$ cat src/rtl/exec_stage.sv
// exec_stage: execute stage. A 12-op ALU with {V,C,N,Z} flags and a registered, one-cycle register-file writeback.
// Define EXEC_STAGE_MUL_EN to add opcode 12 (shift-add multiply, bit_width cycles); without it opcode 12 is illegal.
module exec_stage #(
  parameter int bit_width = 16
) (
  input  logic                 clock,
  input  logic                 reset,
  input  logic                 start,
  input  logic [3:0]           FS,
  input  logic [bit_width-1:0] A,
  input  logic [bit_width-1:0] B,
  input  logic [3:0]           DA_in,
  output logic [bit_width-1:0] D,
  output logic [3:0]           DA,
  output logic                 write,
  output logic                 busy,
  output logic                 err,
  output logic [3:0]           flags
);

  localparam int W = bit_width;

  typedef enum logic [3:0] {
    OP_MOVA = 4'd0,  OP_INC  = 4'd1,  OP_ADD = 4'd2,  OP_SUB = 4'd3,
    OP_DEC  = 4'd4,  OP_AND  = 4'd5,  OP_OR  = 4'd6,  OP_XOR = 4'd7,
    OP_NOTA = 4'd8,  OP_MOVB = 4'd9,  OP_SHR = 4'd10, OP_SHL = 4'd11,
    OP_MUL  = 4'd12
  } op_e;

  typedef enum logic [1:0] {
    S_IDLE = 2'd0,
    S_WB   = 2'd1
`ifdef EXEC_STAGE_MUL_EN
    , S_MUL = 2'd2
`endif
  } state_e;

  state_e         state_q, state_d;
  logic [3:0]     op_q;
  logic [W-1:0]   opa_q, opb_q;
  logic [3:0]     dst_q;
  logic [W-1:0]   d_q;
  logic [3:0]     da_q;
  logic           write_q, err_q;
  logic [3:0]     flags_q;

  logic           op_legal, cap_en, err_d, wb_en;
  logic [W-1:0]   add_b, res;
  logic           add_cin, res_c, res_v;
  logic [W:0]     add_sum;

`ifdef EXEC_STAGE_MUL_EN
  localparam int CW = $clog2(W + 1);

  logic [2*W-1:0] prod_q, prod_d;
  logic [CW-1:0]  cnt_q, cnt_d;
  logic [W:0]     mul_sum;
  logic           mul_done;

  assign op_legal = (FS <= OP_MUL);

  // Right-shifting product: the high half accumulates A, the low half shifts the multiplier out.
  always_comb begin
    prod_d  = prod_q;
    cnt_d   = cnt_q;
    mul_sum = {1'b0, prod_q[2*W-1:W]} + (prod_q[0] ? {1'b0, opa_q} : {(W+1){1'b0}});
    if (cap_en) begin
      prod_d = {{W{1'b0}}, B};
      cnt_d  = '0;
    end else if (state_q == S_MUL) begin
      prod_d = {mul_sum, prod_q[W-1:1]};
      cnt_d  = cnt_q + 1'b1;
    end
  end

  assign mul_done = (cnt_q == CW'(W - 1));

  always_ff @(posedge clock or negedge reset) begin
    if (!reset) begin
      prod_q <= '0;
      cnt_q  <= '0;
    end else begin
      prod_q <= prod_d;
      cnt_q  <= cnt_d;
    end
  end
`else
  assign op_legal = (FS <= OP_SHL);
`endif

  always_comb begin
    // NOTE: every output of this block gets a default first, so no path can infer a latch.
    state_d = state_q;
    cap_en  = 1'b0;
    err_d   = 1'b0;
    case (state_q)
      S_IDLE: begin
        if (start) begin
          if (op_legal) begin
            cap_en  = 1'b1;
            state_d = S_WB;
`ifdef EXEC_STAGE_MUL_EN
            if (FS == OP_MUL) state_d = S_MUL;
`endif
          end else begin
            err_d = 1'b1;
          end
        end
      end
`ifdef EXEC_STAGE_MUL_EN
      S_MUL:   if (mul_done) state_d = S_WB;
`endif
      S_WB:    state_d = S_IDLE;
      default: state_d = S_IDLE;
    endcase
  end

  assign wb_en = (state_q == S_WB);

  // One W+1-bit adder serves INC/ADD/SUB/DEC; the top bit is the carry out.
  always_comb begin
    add_b   = '0;
    add_cin = 1'b0;
    case (op_q)
      OP_INC:  add_cin = 1'b1;
      OP_ADD:  add_b   = opb_q;
      OP_SUB:  begin add_b = ~opb_q; add_cin = 1'b1; end
      OP_DEC:  add_b   = '1;
      default: ;
    endcase
    add_sum = {1'b0, opa_q} + {1'b0, add_b} + {{W{1'b0}}, add_cin};

    res   = '0;
    res_c = 1'b0;
    res_v = 1'b0;
    case (op_q)
      OP_MOVA: res = opa_q;
      OP_INC, OP_ADD, OP_SUB, OP_DEC: begin
        res   = add_sum[W-1:0];
        res_c = add_sum[W];
        res_v = (opa_q[W-1] == add_b[W-1]) && (add_sum[W-1] != opa_q[W-1]);
      end
      OP_AND:  res = opa_q & opb_q;
      OP_OR:   res = opa_q | opb_q;
      OP_XOR:  res = opa_q ^ opb_q;
      OP_NOTA: res = ~opa_q;
      OP_MOVB: res = opb_q;
      OP_SHR:  begin res = {1'b0, opb_q[W-1:1]}; res_c = opb_q[0];   end
      OP_SHL:  begin res = {opb_q[W-2:0], 1'b0}; res_c = opb_q[W-1]; end
`ifdef EXEC_STAGE_MUL_EN
      OP_MUL:  begin res = prod_q[W-1:0]; res_c = |prod_q[2*W-1:W]; end
`endif
      default: ;
    endcase
  end

  always_ff @(posedge clock or negedge reset) begin
    if (!reset) begin
      // NOTE: operand captures are reset along with the outputs so no X can reach D or flags.
      state_q <= S_IDLE;
      op_q    <= '0;
      opa_q   <= '0;
      opb_q   <= '0;
      dst_q   <= '0;
      d_q     <= '0;
      da_q    <= '0;
      write_q <= 1'b0;
      err_q   <= 1'b0;
      flags_q <= '0;
    end else begin
      // NOTE: non-blocking assignments so every flop samples pre-edge values.
      state_q <= state_d;
      write_q <= wb_en;
      err_q   <= err_d;
      if (cap_en) begin
        op_q  <= FS;
        opa_q <= A;
        opb_q <= B;
        dst_q <= DA_in;
      end
      if (wb_en) begin
        d_q     <= res;
        da_q    <= dst_q;
        flags_q <= {res_v, res_c, res[W-1], (res == '0)};
      end
    end
  end

  assign D     = d_q;
  assign DA    = da_q;
  assign write = write_q;
  assign err   = err_q;
  assign flags = flags_q;
  assign busy  = (state_q != S_IDLE);

endmodule
$ cat config.mk
export PLATFORM = sky130hd
export DESIGN_NAME = exec_stage
export DESIGN_NICKNAME = d
export VERILOG_FILES = /design/src/rtl/exec_stage.sv
export SDC_FILE = /design/constraint.sdc
export NUM_CORES = 1
export LEC_CHECK = 0
export ABC_AREA = 1
export CAP_MARGIN = 15
export CORE_MARGIN = 1
export CORE_UTILIZATION = 50
export CTS_BUF_LIST = sky130_fd_sc_hd__clkbuf_16
export DETAILED_ROUTE_END_ITERATION = 7
export DONT_BUFFER_PORTS = 1
export PLACE_DENSITY_LB_ADDON = 0.08
export SYNTH_ARGS = -nofsm -noshare
export SYNTH_HDL_FRONTEND = slang
export SYNTH_SLANG_ARGS = --single-unit
export TNS_END_PERCENT = 20
$ cat constraint.sdc
create_clock -name clock -period 9.3 [get_ports clock]
set_input_delay 2.79 -clock clock [delete_from_list [all_inputs] [get_ports clock]]
set_output_delay 2.79 -clock clock [all_outputs]
set_load 0.01 [all_outputs]
==> summary.md <==
| Metric | Value |
|---|---|
| Outcome | `completed` |
| Core box area | `~9900 um2` |
| Most used DFF post-synth | `dfrtp_1` |
| Post-Syn Area | `5200 um2` |
| Max-Cap Viols | `0` |
| Highest metal used | `met4` |
| R2R setup slack | `5.31 ns` |
| Worst path required time | `9.58 ns` |
| Detailed router's first-iteration violation count | `around 420` |
| WHS | `around 0.50 ns` |
| Number of diodes | `0` |
| Drt drc | `0` |
| Max_slew headroom | `0.192` |
| CTS sink cnt | `66` |
| Combinational share of power | `0.361` |
| Syn Area/Cell | `6.63 um2` |
| Power Density | `~220 nW/um2` |
| Worst min-delay path class | `register to register` |
| # hold bufs at CTS | `0` |
| Synth async-reset ratio | `1.00` |
| Worst Path Arrival | `4.27 ns` |
| FF-to-FF End | `flags[0]` |
| Seq pwr share | `0.356` |
| Synth Net Count | `876` |
| Unrepaired setup endpoints after global routing | `false` |
| Leak | `0.00288 uW` |
| Gr ovfl total | `0` |
| Clock-pin slew on the worst setup and hold paths | `0.06 ns` |
| Clock Path Buffers | `2` |
| Routed wl met3 | `1.16 mm` |
| Total wire length | `about 16 mm` |
| EDFF count, synth | `0` |
| IO Port Bufs | `0` |
| Setup tns final | `0 ns` |
| WL met2 | `7.39 mm` |
| Worst Hold End | `dst_q[3]` |
| Worst setup EP type | `register` |
| I/O pin count | `70` |
| Antenna violations before repair | `0` |
| Final hold vios | `0` |
| Setup-failing EPs final | `0` |
| Routability cong. | `0.921` |
| Netlist cell types | `33` |
| Placed cell area | `roughly 5300 um2` |
| Cells after synthesis | `784` |
| Post-CTS Resized | `0` |
| Drt pass-1 iters | `5` |
| CP Class | `register to register` |
| YS warnings | `0` |
| R2R cell count | `21` |
| Hold depth | `2` |
| Area added between synthesis and finish | `7.51%` |
| Layout cells sized above 1 | `0.0346` |
| Wire per inst | `17.3 um` |
| Hold path start | `dst_q[3]` |
| Reg2Reg Launch Point | `op_q[3]` |
| Net Sw Frac | `0.432` |
| ANT nets after route | `0` |
| Register area share after synthesis | `0.318` |
| Post-route clock period utilization | `0.429` |
| Synth Register Bits | `66` |
| Vias per cell | `5.68` |
| Root Buffer | `clkbuf_16` |
| Die width | `just over 100 um` |
| Met1 WL | `6.87 mm` |
| Die H | `104 um` |
| H-tree depth | `3` |
| Slew Limit Fails | `0` |
| Vias in the first global route | `about 5k` |
| First-pass GRT wire length | `about 26 mm` |
| Via count | `slightly above 5k` |
| Peak supply drop | `~0.14 mV` |
| Pint | `just over 700 uW` |
| CP Launch Type | `register` |
| Crit path from | `op_q[3]` |
| Total global-route track usage | `0.305` |
| Skew final | `0.00794 ns` |
| Starting density of the core | `0.525` |
| Die ar. | `10800 um2` |
| Fin nets | `868` |
| TritonCTS buffer count | `9` |
| Min Tclk post-route | `between 3 and 4 ns` |
| Final HPWL DP | `about 12 mm` |
| Largest net degree at the start of global routing | `74` |
| Power share of the clock group | `0.283` |
| Crit-path max FO | `16` |
| Setup repair bufs after CTS | `0` |
| Highest Clock Rate | `0.251 GHz` |
| Design area | `5590 um2` |
| CTS tree | `built` |
| Worst Tran Pin Value | `~1.2 ns` |
| Clk_lat worst skew | `0.35 ns` |
| Switching pwr | `539 uW` |
| Cell Rows | `36` |
[stage by stage]
step           cells  utilization  setup WS [ns]  power, uW
2_1_floorplan    784            -           5.49        757
3_3_place_gp     897        0.532           5.10        876
3_5_place_dp     897        0.532           4.99        889
4_1_cts          913        0.563           5.31       1240
5_1_grt          914        0.564           4.89       1330
6_report         914        0.564           5.31       1250
[synth_stat cells, types with 2 or more instances]
library cell	instances	area [um2]
nand2_2	2	12.5
nand2_1	275	1030
o21ai_0	59	295
nor2_1	86	323
clkbuf_1	13	48.8
buf_4	2	15.0
o221ai_1	4	35.0
nor3_1	2	10.0
o22ai_1	8	50.1
ha_1	47	588
a31oi_1	6	37.5
nand3_1	55	275
inv_1	87	327
inv_2	2	7.51
nand4_1	5	31.3
dfrtp_1	66	1650
nand3b_1	6	45.0
o2111ai_1	3	26.3
o211ai_1	17	128
fa_1	2	40.0
buf_2	6	30.0
nor2_2	3	18.8
a21oi_1	18	90.1
[per-layer routing]
| metal | global-route usage | up-vias |
|---|---|---|
| li1 | - | 2525 |
| met5 | 0 | - |
| met3 | 0.0570 | 25 |
| met1 | 0.402 | 2427 |
| met2 | 0.490 | 215 |
| met4 | 0.124 | 0 |
[area by class of cell]
class	count	area [um2]
Clock buffer	9	225
Fill cell	1000	4320
Tap cell	133	166
Timing Repair Buffer	3	26.3
Inverter	89	334
Multi-Input combinational cell	607	3110
Sequential cell	66	1650
Clock inverter	7	77.6
[sequential cells by signal, summed over array words and instances (netlist names)]
name	count
opa_q	16
write	1
flags	4
state_q	1
op_q	4
err	1
D	15
dst_q	4
opb_q	16
DA	4
[logic make-up (layout without fill, tap and decap cells)]
kind of cell,Yosys count,in the layout,share of synthesized area
flip-flops,66,66,0.318
buffers and inverters,111,108,0.0845
XOR/XNOR,1,1,0.00169
adder cells (fa/ha/maj),49,49,0.121
AO/OA/AOI/OAI,119,119,0.133
AND/OR/NAND/NOR,438,438,0.342
[critical path: stages, from the launching register on]
cell	delay, ns
dfrtp_1	0.41
nor2_1	0.51
inv_1	0.16
nor2_1	0.12
inv_1	0.26
o211ai_1	0.29
fa_1	0.32
inv_1	0.09
fa_1	0.44
inv_1	0.18
nand2_1	0.07
nand2_1	0.09
nand3_1	0.11
a21oi_1	0.15
nor2_1	0.06
nor2_1	0.21
nand2_1	0.08
nor2_1	0.10
nand3_1	0.08
nor2_1	0.10
nand2_1	0.06
nand2_1	0.05
[power by group through the flow]
| stage | Combinational, uW | Clock, uW | Sequential [uW] |
|---|---|---|---|
| after CTS | 445 | 355 | 443 |
| after floorplan | 333 | 0 | 424 |
| after detailed placement | 442 | 0 | 448 |
| after global routing | 512 | 367 | 454 |
| after global placement | 432 | 0 | 444 |
| final | 450 | 353 | 444 |
[worst max path at each step]
| stage | end | slack (ns) | cells past startpoint |
|---|---|---|---|
| CTS | flags[0] | 5.31 | 21 |
| detailed placement | opa_q[9] | 4.99 | 5 |
| finish | flags[0] | 5.31 | 21 |
| global placement | opa_q[4] | 5.10 | 5 |
| floorplan | opb_q[10] | 5.49 | 7 |
| global route | flags[0] | 4.89 | 21 |
[placed cells by master (no fill, tap or decap), drive strengths merged, types with 6 or more instances in the layout]
cell,instances
nand2,278
inv,91
nor2,89
dfrtp,66
o21ai,59
nand3,55
ha,47
a21oi,18
o211ai,17
clkbuf,9
o22ai,8
a31oi,6
nand3b,6
Power figures use the tool's default switching activity.
